**config.mk**
```make
export PLATFORM = sky130hd
export DESIGN_NAME = voting_machine
export DESIGN_NICKNAME = d
export VERILOG_FILES = /design/src/rtl/voting_pkg.sv /design/src/rtl/button_control.sv /design/src/rtl/voting_machine.sv
export SDC_FILE = /design/constraint.sdc
export NUM_CORES = 1
export LEC_CHECK = 0
export CAP_MARGIN = 10
export CELL_PAD_IN_SITES_DETAIL_PLACEMENT = 1
export CELL_PAD_IN_SITES_GLOBAL_PLACEMENT = 1
export CORE_UTILIZATION = 25
export DETAILED_ROUTE_END_ITERATION = 10
export PLACE_DENSITY_LB_ADDON = 0.05
export SLEW_MARGIN = 0
export SYNTH_ARGS = -nofsm -noshare
export SYNTH_HDL_FRONTEND = slang
export SYNTH_HIERARCHICAL = 1
export SYNTH_SLANG_ARGS = --single-unit
```
**constraint.sdc**
```tcl
create_clock -name clock -period 1.6 [get_ports clock]
set_input_delay 0.48 -clock clock [delete_from_list [all_inputs] [get_ports clock]]
set_output_delay 0.48 -clock clock [all_outputs]
set_load 0.05 [all_outputs]
```
**src/rtl/voting_pkg.sv**
```systemverilog
`default_nettype none
// ============================================================================
// Module      : voting_pkg
// Description : Shared sizing constants, default tuning values, storage
//               types and a result-selection helper for the voting machine.
// Revision    : 1.0 - initial release
// ============================================================================
package voting_pkg;

    // Number of candidates, which is also the number of panel buttons.
    localparam int NUM_CANDIDATES = 4;

    // Width of one vote tally. This is also the width of the result bus.
    localparam int TALLY_W = 8;

    // Width of the per-button debounce counter.
    localparam int DEB_CNT_W = 8;

    // Default tuning values. The top-level parameters take these values.
    localparam int                 DEFAULT_DEBOUNCE_CYCLES = 10;
    localparam int                 DEFAULT_ACK_CYCLES      = 10;
    localparam logic [TALLY_W-1:0] DEFAULT_ACK_PATTERN     = 8'hFF;

    typedef logic [TALLY_W-1:0]   tally_t;
    typedef logic [DEB_CNT_W-1:0] deb_cnt_t;

    // Holds every tally. Index k is candidate k, which matches the button
    // numbering [NUM_CANDIDATES:1].
    typedef logic [NUM_CANDIDATES:1][TALLY_W-1:0] tally_bank_t;

    // Returns the tally of the lowest-numbered pressed button, or zero when
    // no button is pressed. The loop runs from the highest index down, so a
    // lower-numbered button overwrites the result and gets priority.
    function automatic tally_t select_tally(
        input logic [NUM_CANDIDATES:1] btn,
        input tally_bank_t             bank
    );
        tally_t sel;
        sel = '0;
        for (int k = NUM_CANDIDATES; k >= 1; k--) begin
            if (btn[k]) begin
                sel = bank[k];
            end
        end
        return sel;
    endfunction

endpackage : voting_pkg
`default_nettype wire

```
**src/rtl/button_control.sv**
```systemverilog
`default_nettype none
// ============================================================================
// Module      : button_control
// Description : Debounces one candidate button. It gives a single-cycle
//               vote pulse after DEBOUNCE_CYCLES consecutive high samples
//               taken in voting mode. One continuous press gives one pulse.
//               Another pulse needs at least one low sample first.
// Ports       : clk      - system clock
//               rst      - synchronous active-high reset
//               i_button - raw button level
//               i_mode   - 0 = voting, 1 = result display (holds the count
//                          at zero)
//               o_valid  - registered one-cycle vote pulse
// Revision    : 1.0 - initial release
// ============================================================================
module button_control
    import voting_pkg::*;
#(
    parameter int DEBOUNCE_CYCLES = DEFAULT_DEBOUNCE_CYCLES
) (
    input  logic clk,
    input  logic rst,
    input  logic i_button,
    input  logic i_mode,
    output logic o_valid
);

    localparam deb_cnt_t c_target    = deb_cnt_t'(DEBOUNCE_CYCLES);
    localparam deb_cnt_t c_target_m1 = deb_cnt_t'(DEBOUNCE_CYCLES - 1);
    localparam deb_cnt_t c_one       = deb_cnt_t'(1);

    deb_cnt_t r_count;
    logic     r_valid;
    logic     w_qualified;

    // A sample counts only when the button is high in voting mode.
    // Anything else restarts the run of high samples.
    assign w_qualified = i_button && !i_mode;

    // The counter stops at the target, so a long press cannot roll over
    // and vote a second time. The pulse is registered on the edge that
    // takes the counter from target-1 to target. It is therefore high for
    // exactly the cycle after the DEBOUNCE_CYCLES-th high sample.
    always_ff @(posedge clk) begin
        if (rst) begin
            r_count <= '0;
            r_valid <= 1'b0;
        end else if (!w_qualified) begin
            r_count <= '0;
            r_valid <= 1'b0;
        end else begin
            if (r_count != c_target) begin
                r_count <= r_count + c_one;
            end
            r_valid <= (r_count == c_target_m1);
        end
    end

    assign o_valid = r_valid;

endmodule : button_control
`default_nettype wire

```
**src/rtl/voting_machine.sv**
```systemverilog
`default_nettype none
// ============================================================================
// Module      : voting_machine
// Description : Four-candidate voting machine top. It debounces the panel
//               buttons and keeps one saturating 8-bit tally per candidate.
//               It drives a registered result bus:
//                 - voting mode : ACK_PATTERN for ACK_CYCLES cycles after
//                                 each accepted vote, otherwise 0
//                 - result mode : tally of the lowest-numbered pressed
//                                 button, or 0 when no button is pressed
// Ports       : clock       - system clock
//               reset       - synchronous active-high reset
//               mode        - 0 = voting, 1 = result display
//               button[4:1] - candidate buttons, active-high
//               vote_result - registered result / acknowledge bus
// Revision    : 1.0 - initial release
// ============================================================================
module voting_machine
    import voting_pkg::*;
#(
    parameter int     DEBOUNCE_CYCLES = DEFAULT_DEBOUNCE_CYCLES,
    parameter int     ACK_CYCLES      = DEFAULT_ACK_CYCLES,
    parameter tally_t ACK_PATTERN     = DEFAULT_ACK_PATTERN
) (
    input  logic                      clock,
    input  logic                      reset,
    input  logic                      mode,
    input  logic [NUM_CANDIDATES:1]   button,
    output logic [TALLY_W-1:0]        vote_result
);

    // The acknowledge timer is wide enough to hold ACK_CYCLES and is never
    // narrower than two bits.
    localparam int                 c_ack_w    = $clog2(ACK_CYCLES + 2);
    localparam logic [c_ack_w-1:0] c_ack_load = c_ack_w'(ACK_CYCLES);
    localparam logic [c_ack_w-1:0] c_ack_one  = c_ack_w'(1);
    localparam tally_t             c_tally_one = tally_t'(1);
    localparam tally_t             c_tally_max = '1;

    logic [NUM_CANDIDATES:1] w_valid;
    logic                    w_any_valid;
    tally_bank_t             r_tally;
    logic [c_ack_w-1:0]      r_ack_timer;
    logic [c_ack_w-1:0]      w_ack_timer_next;
    tally_t                  r_vote_result;
    tally_t                  w_vote_result_next;

    // ------------------------------------------------------------------
    // One debouncer per candidate button
    // ------------------------------------------------------------------
    generate
        for (genvar k = 1; k <= NUM_CANDIDATES; k++) begin : g_button
            button_control #(
                .DEBOUNCE_CYCLES (DEBOUNCE_CYCLES)
            ) u_button_control (
                .clk      (clock),
                .rst      (reset),
                .i_button (button[k]),
                .i_mode   (mode),
                .o_valid  (w_valid[k])
            );
        end
    endgenerate

    assign w_any_valid = |w_valid;

    // ------------------------------------------------------------------
    // Tallies
    // ------------------------------------------------------------------
    // A pulse can still be in flight on the edge where mode goes high,
    // because it was produced from a voting-mode sample. The mode gate
    // keeps the tallies frozen in result mode in that case too. Several
    // candidates can count on the same edge.
    always_ff @(posedge clock) begin
        if (reset) begin
            r_tally <= '0;
        end else if (!mode) begin
            for (int k = 1; k <= NUM_CANDIDATES; k++) begin
                if (w_valid[k] && (r_tally[k] != c_tally_max)) begin
                    r_tally[k] <= r_tally[k] + c_tally_one;
                end
            end
        end
    end

    // ------------------------------------------------------------------
    // Acknowledge timer and result bus
    // ------------------------------------------------------------------
    // The bus is registered from the timer's next value. The edge that
    // loads the timer therefore also shows the pattern. The pattern lasts
    // exactly ACK_CYCLES cycles, starting one cycle after the vote pulse.
    always_comb begin
        w_ack_timer_next = r_ack_timer;
        if (mode) begin
            w_ack_timer_next = '0;
        end else if (w_any_valid) begin
            w_ack_timer_next = c_ack_load;
        end else if (r_ack_timer != '0) begin
            w_ack_timer_next = r_ack_timer - c_ack_one;
        end
    end

    always_comb begin
        w_vote_result_next = '0;
        if (mode) begin
            w_vote_result_next = select_tally(button, r_tally);
        end else if (w_ack_timer_next != '0) begin
            w_vote_result_next = ACK_PATTERN;
        end
    end

    always_ff @(posedge clock) begin
        if (reset) begin
            r_ack_timer   <= '0;
            r_vote_result <= '0;
        end else begin
            r_ack_timer   <= w_ack_timer_next;
            r_vote_result <= w_vote_result_next;
        end
    end

    assign vote_result = r_vote_result;

endmodule : voting_machine
`default_nettype wire

```
==> impl_metrics.tcl, run 1 <==
set metrics [dict create \
    path_max_fanout 8 \
    violations "setup timing" \
    clock_latency_ps 350 \
    fin_skew_ps 7.11 \
    fin_crit_sh 1.04 \
    crit_path_end_kind "flip-flop" \
    antennaDiodeCount 0 \
    die-area_um2 17100 \
    ys_types 55 \
    die_x_um 131 \
    num_rows 46 \
    critPathKind "flip-flop to flip-flop" \
    fin_crit_ps 1660 \
    cts_tree "yes" \
    netlist.area_leader.share 0.386 \
    fillers 1829 \
    antenna_found_initial 0 \
    holdBufCountCts 0 \
    finalWorstSetupSlack_ps -57.2 \
    p_switching_w 0.00114 \
    setup_tns_ps -390 \
    drc_errors 0 \
    cts_root_buffer "clkbuf_16" \
    slew_headroom 0.742 \
    syn_area_um2 4150 \
    cp.required_ps 1830 \
    clock_power_share 0.481 \
    worstPathCellList "inv_2, ha_4, nor3b_4, nand3b_1, a2111oi_4, buf_6, nor3_1" \
    clk_path_buf_depth 2 \
    setup_viol 9 \
    vias_per_cell 4.88 \
    core-area_um2 16100 \
    wl_um 11800 \
    syn_nets 489 \
    ir_drop_uv 485 \
    cpMaxStageDelayCell "a2111oi_4" \
    io_buffer_count 14 \
    rrSetupSlack_ps -60 \
    hp-class "flip-flop to flip-flop" \
    die_y_um 131 \
    async_flop_share 0 \
    synth-seq-cells 80 \
    grt_overflow_total 0 \
    vias 3741 \
    first_global_vias 3802 \
    p_leak_nw 2.01 \
    seqPwrFrac 0.421 \
    grt_start_max_net_pins 19 \
    initial_core_util 0.259 \
    io_pins 15 \
    drive_above_1_share 0.273 \
    clk_pin_slew_ps 60 \
    cts.htree.levels 3 \
    dr.pass1.iters 4 \
    nets 569 \
    internal_power_w 0.00371 \
    swShare 0.234 \
    ys_warn_count 6 \
    drv_slew 0 \
    cpPeakStageDelay_ps 380 \
    area_delta_synth_final_pct 34.0 \
    finalHoldViolCount 0 \
    start_kind "flip-flop" \
    synth_edf_count 0 \
    synthTopCellsByArea "dfxtp_1, ha_1, a21oi_1" \
    worstPathArrival_ps 1890 \
    pwr-share-comb 0.098 \
    hold_slack_ps 511 \
    avgSynthCellArea_um2 8.93 \
    wl_per_cell_um 15.5 \
    fmax_mhz 603 \
    p_per_area_nw_per_um2 871 \
    synth_ff_type "dfxtp_1" \
    synth_area_leader_cell "dfxtp_1" \
    drtIter0Drc 107 \
    grt_first_pass_wirelength_um 19600 \
    worstMarginPinSlew_ps 385 \
    max-cap-violations 0 \
    status "finished with violations" \
    cts.sinks 80 \
    rsz0062_at_grt "yes" \
    ys_seq_area_frac 0.386 \
    syn_inst 465 \
    place.gp.congestion 0.751 \
    dp_hpwl_um 8860 \
    cts_made_buffers 9 \
    track_usage 0.150 \
    ant_nets 0 \
]
-- synth_stat cells (3+ instances only) --
master / instances
o31ai_2: 4
buf_2: 4
nor3b_1: 8
nor2_1: 39
dfxtp_1: 80
and4b_1: 3
nor4b_1: 5
nand4_1: 9
inv_1: 18
or3_1: 15
nor2b_1: 13
o21ai_0: 16
nor4b_2: 4
and2_1: 3
a21oi_1: 32
o311a_1: 7
o211ai_1: 3
or3b_2: 8
clkbuf_1: 8
o31ai_1: 5
ha_1: 17
mux2_2: 4
or4_1: 3
a221oi_1: 7
xnor2_1: 7
nand3_1: 27
a31oi_1: 6
o21ai_2: 5
nor3_1: 21
or4b_4: 4
nand2_1: 30
xor2_1: 16
mux2i_1: 4
a211oi_1: 3
o21bai_1: 3
-- through the flow --
step / cell area (um2) / instances / power (W) / setup slack (ps) / util
3_3_place_gp: 5120 / 748 / 0.00254 / -535 / 0.319
3_5_place_dp: 5120 / 748 / 0.00255 / -551 / 0.319
4_1_cts: 5520 / 766 / 0.00495 / -74.6 / 0.344
5_1_grt: 5570 / 766 / 0.00505 / -139 / 0.347
2_1_floorplan: 4170 / 465 / 0.00230 / 2.69 / -
6_report: 5570 / 766 / 0.00485 / -57.2 / 0.347
-- path summary, 6_finish.rpt --
check | start | endpoint | depth (start not counted)
setup reg to reg | r_ack_timer[0]$_SDFF_PP0_ | vote_result[6]$_SDFF_PP0_ | 7
hold / removal | r_tally[22]$_SDFFE_PP0P_ | r_tally[22]$_SDFFE_PP0P_ | 2
setup / recovery | r_ack_timer[0]$_SDFF_PP0_ | vote_result[6]$_SDFF_PP0_ | 7
hold reg to reg | r_tally[22]$_SDFFE_PP0P_ | r_tally[22]$_SDFFE_PP0P_ | 2
-- cell families after synthesis --
logic type / count (synthesis) / synth area share
and+or+nand+nor: 208 / 0.298
AOI/OAI and AO/OA: 98 / 0.167
DFF: 80 / 0.386
buffers and inverters: 31 / 0.0301
xor gates and xnor gates: 23 / 0.0485
adders and majority gates: 17 / 0.0512
muxes: 8 / 0.0205
-- sequential cells by signal, summed over array words and instances (netlist names) --
| register | count |
|---|---|
| g_button.u_button_control/r_count | 32 |
| r_tally | 32 |
| vote_result | 8 |
| g_button.u_button_control/o_valid | 4 |
| r_ack_timer | 4 |
-- cell type report --
cell class                      instances  area (um2)  share of cell area
Clock buffer                           12         256              0.0461
Clock inverter                          4        76.3              0.0137
Inverter                               18        67.6              0.0121
Multi-Input combinational cell        354        2520               0.452
Sequential cell                        80        1600               0.288
Tap cell                              216         270              0.0486
Timing Repair Buffer                   82         773               0.139
-- power groups by stage --
stage,Sequential (W),Combinational (W),Clock [W]
2_1_floorplan,0.00214,0.000163,0
3_3_place_gp,0.00209,0.000456,0
3_5_place_dp,0.00209,0.000460,0
4_1_cts,0.00204,0.000483,0.00243
5_1_grt,0.00204,0.000512,0.00250
6_report,0.00204,0.000474,0.00233
-- per-layer routing --
layer  GRT usage  part of all wire
met2       0.257              0.50
met5           0                 0
met3      0.0305             0.023
met1       0.186              0.47
met4      0.0527             0.014
-- critical path: cells and delay by family, from the launching register on --
kind            cells  cell delay [ps]
flops               1              330
buf+inv             2              240
compound gates      1              380
simple gates        3              430
fa+ha+maj           1              160
-- placed cells by master, fill, tap and decap left out, types with 3 or more instances in the layout --
cell and count:
or4b_4 4, and2_1 3, o311a_1 7, a221oi_1 7, mux2i_1 4, a31oi_1 6
nor3_2 4, or3_1 15, clkdlybuf4s50_1 3, o31ai_1 5, dfxtp_1 78, o31ai_2 4
o21bai_1 3, o21ai_0 13, nor3b_1 7, nand2_1 30, nor2b_1 11, nor4b_1 4
mux2_2 4, nor2b_2 3, o211ai_1 3, a21oi_1 31, o21ai_1 3, buf_4 64
clkbuf_16 9, ha_1 14, nand3_1 26, nor4b_2 5, nand4_1 9, and4b_1 3
nor2_1 39, or3b_2 8, xor2_1 16, o21ai_2 4, xnor2_1 7, inv_1 16
buf_12 10, nor3_1 17, or4_1 3
-- timing repair --
item,4_1_cts,5_1_grt
gates resized for setup,10,15
pin swaps,3,3
buffers inserted,1,0
setup endpoints to repair,35,29
cloned,1,0
Power figures use the tool's default switching activity.
==> inputs of run 2 (changes only) <==
GPL_TIMING_DRIVEN = 0   (was not set)
==> run 2 against run 1 <==
Net effect:
- the run still ends with setup timing left
- final area fell by 8.6%
- worst setup slack got worse by 47 ps
- first-iteration DRC count up 10%
- highest routed layer unchanged
- clock-buffer cell count grew 2
==> impl_metrics.tcl, run 2 (synthesis results as in run 1) <==
set metrics [dict create \
    num_rows 46 \
    vias 3544 \
    drive_above_1_share 0.228 \
    worstMarginPinSlew_ps 685 \
    vias_per_cell 4.94 \
    p_per_area_nw_per_um2 861 \
    finalHoldViolCount 0 \
    wl_um 11400 \
    fin_crit_ps 1700 \
    cts.htree.levels 3 \
    crit_family "simple AND/OR/NAND/NOR gates" \
    clk_pin_slew_ps 60 \
    grt_start_max_net_pins 18 \
    core-area_um2 16100 \
    drtIter0Drc 118 \
    final_cell_mix "dfxtp_1, nor2_1, a21oi_1, nand2_1, nand3_1" \
    fin_skew_ps 6.43 \
    worstPathCellList "inv_4, ha_4, nor3b_4, nand3b_1, a2111oi_4, buf_6, nor3_2" \
    nets 522 \
    crit_path_end_kind "flip-flop" \
    first_global_vias 3540 \
    drv_slew 0 \
    grt_overflow_total 0 \
    cts_made_buffers 9 \
    p_leak_nw 1.71 \
    status "finished with violations" \
    area_delta_synth_final_pct 22.4 \
    wl_per_cell_um 15.8 \
    cpPeakStageDelay_ps 380 \
    worstPathArrival_ps 1910 \
    cpMaxStageDelayCell "a2111oi_4" \
    hold_slack_ps 515 \
    dr.pass1.iters 4 \
    drc_errors 0 \
    fin_total_pwr_w 0.00438 \
    dp_hpwl_um 8300 \
    rsz0062_at_grt "yes" \
    cp.required_ps 1810 \
    antenna_found_initial 0 \
    cts.sinks 80 \
    utilization 0.317 \
    clock_latency_ps 340 \
    fmax_mhz 587 \
    cts_root_buffer "clkbuf_16" \
    die_x_um 131 \
    cts_tree "yes" \
    finalWorstSetupSlack_ps -104 \
    path_max_fanout 8 \
    io_pins 15 \
    fin_crit_sh 1.06 \
    max-cap-violations 0 \
    final_cell_area_um2 5090 \
    antennaDiodeCount 0 \
    place_area_um2 4580 \
    critPathKind "flip-flop to flip-flop" \
    mostFrequentLayoutCell "dfxtp_1" \
    track_usage 0.146 \
    grt_first_pass_wirelength_um 18900 \
    setup_viol 8 \
    die-area_um2 17100 \
    hp-class "flip-flop to flip-flop" \
    clk_path_buf_depth 2 \
    dp_worst_setup_slack_ps -1340 \
    place.gp.congestion 0.751 \
    io_buffer_count 14 \
    ant_nets 0 \
    violations "setup timing" \
    die_y_um 131 \
    initial_core_util 0.259 \
    critPathBufInv 2 \
    start_kind "flip-flop" \
    holdBufCountCts 0 \
    ir_drop_uv 460 \
    slew_headroom 0.543 \
]
## run 2: path summary, 6_finish.rpt
| path | start | to | slack [ps] | cells after the start |
|---|---|---|---|---|
| worst min register to register | g_button[4].u_button_control/r_count[7]$_SDFFE_PP0P_ | g_button[4].u_button_control/r_count[7]$_SDFFE_PP0P_ | 510 | 2 |
| worst max register to register | r_ack_timer[0]$_SDFF_PP0_ | vote_result[1]$_SDFF_PP0_ | -100 | 7 |
| worst max-delay path | r_ack_timer[0]$_SDFF_PP0_ | vote_result[1]$_SDFF_PP0_ | -100 | 7 |
| worst min-delay path | g_button[4].u_button_control/r_count[7]$_SDFFE_PP0P_ | g_button[4].u_button_control/r_count[7]$_SDFFE_PP0P_ | 510 | 2 |
## run 2: area by class of cell
| type | count | area, um2 |
|---|---|---|
| clock buffers | 14 | 274 |
| inverters | 18 | 70.1 |
| multi-input cells | 354 | 2550 |
| well taps | 216 | 270 |
| fillers | 1866 | 11000 |
| flip-flops and latches | 80 | 1620 |
| plain buffers | 13 | 86.3 |
| repair buffers | 22 | 206 |
## run 2: tightest hold or removal path, delay by kind of cell (launching register included)
kind	cells	cell delay (ps)
AOI/OAI and AO/OA	2	140
DFF	1	330
## run 2: where the power goes
group	internal [W]	switching [W]	total, W
Clock	0.00116	0.000793	0.00196
Sequential	0.00202	0.0000183	0.00204
Combinational	0.000152	0.000236	0.000389
Total	0.00333	0.00105	0.00438
## run 2: repair_timing
| item | 4_1_cts | 5_1_grt |
|---|---|---|
| gates resized for setup | 66 | 29 |
| setup buffers | 5 | 3 |
| setup endpoints to repair | 88 | 51 |
| endpoints found under the hold margin | 0 | 0 |
| pin swaps | 9 | 3 |
## run 2: metal layers
layer  GRT usage  vias up  wire (um)
li1            -     1783          -
met1       0.190     1719       5540
met2       0.237       29       5380
met3      0.0244       13        259
met4      0.0642        0        178
met5           0        -          0
## run 2: metrics by stage
stage,TNS [ps],instances
2_1_floorplan,0,465
3_3_place_gp,-70760,695
3_5_place_dp,-70450,695
4_1_cts,-979,714
5_1_grt,-1670,717
6_report,-743,717
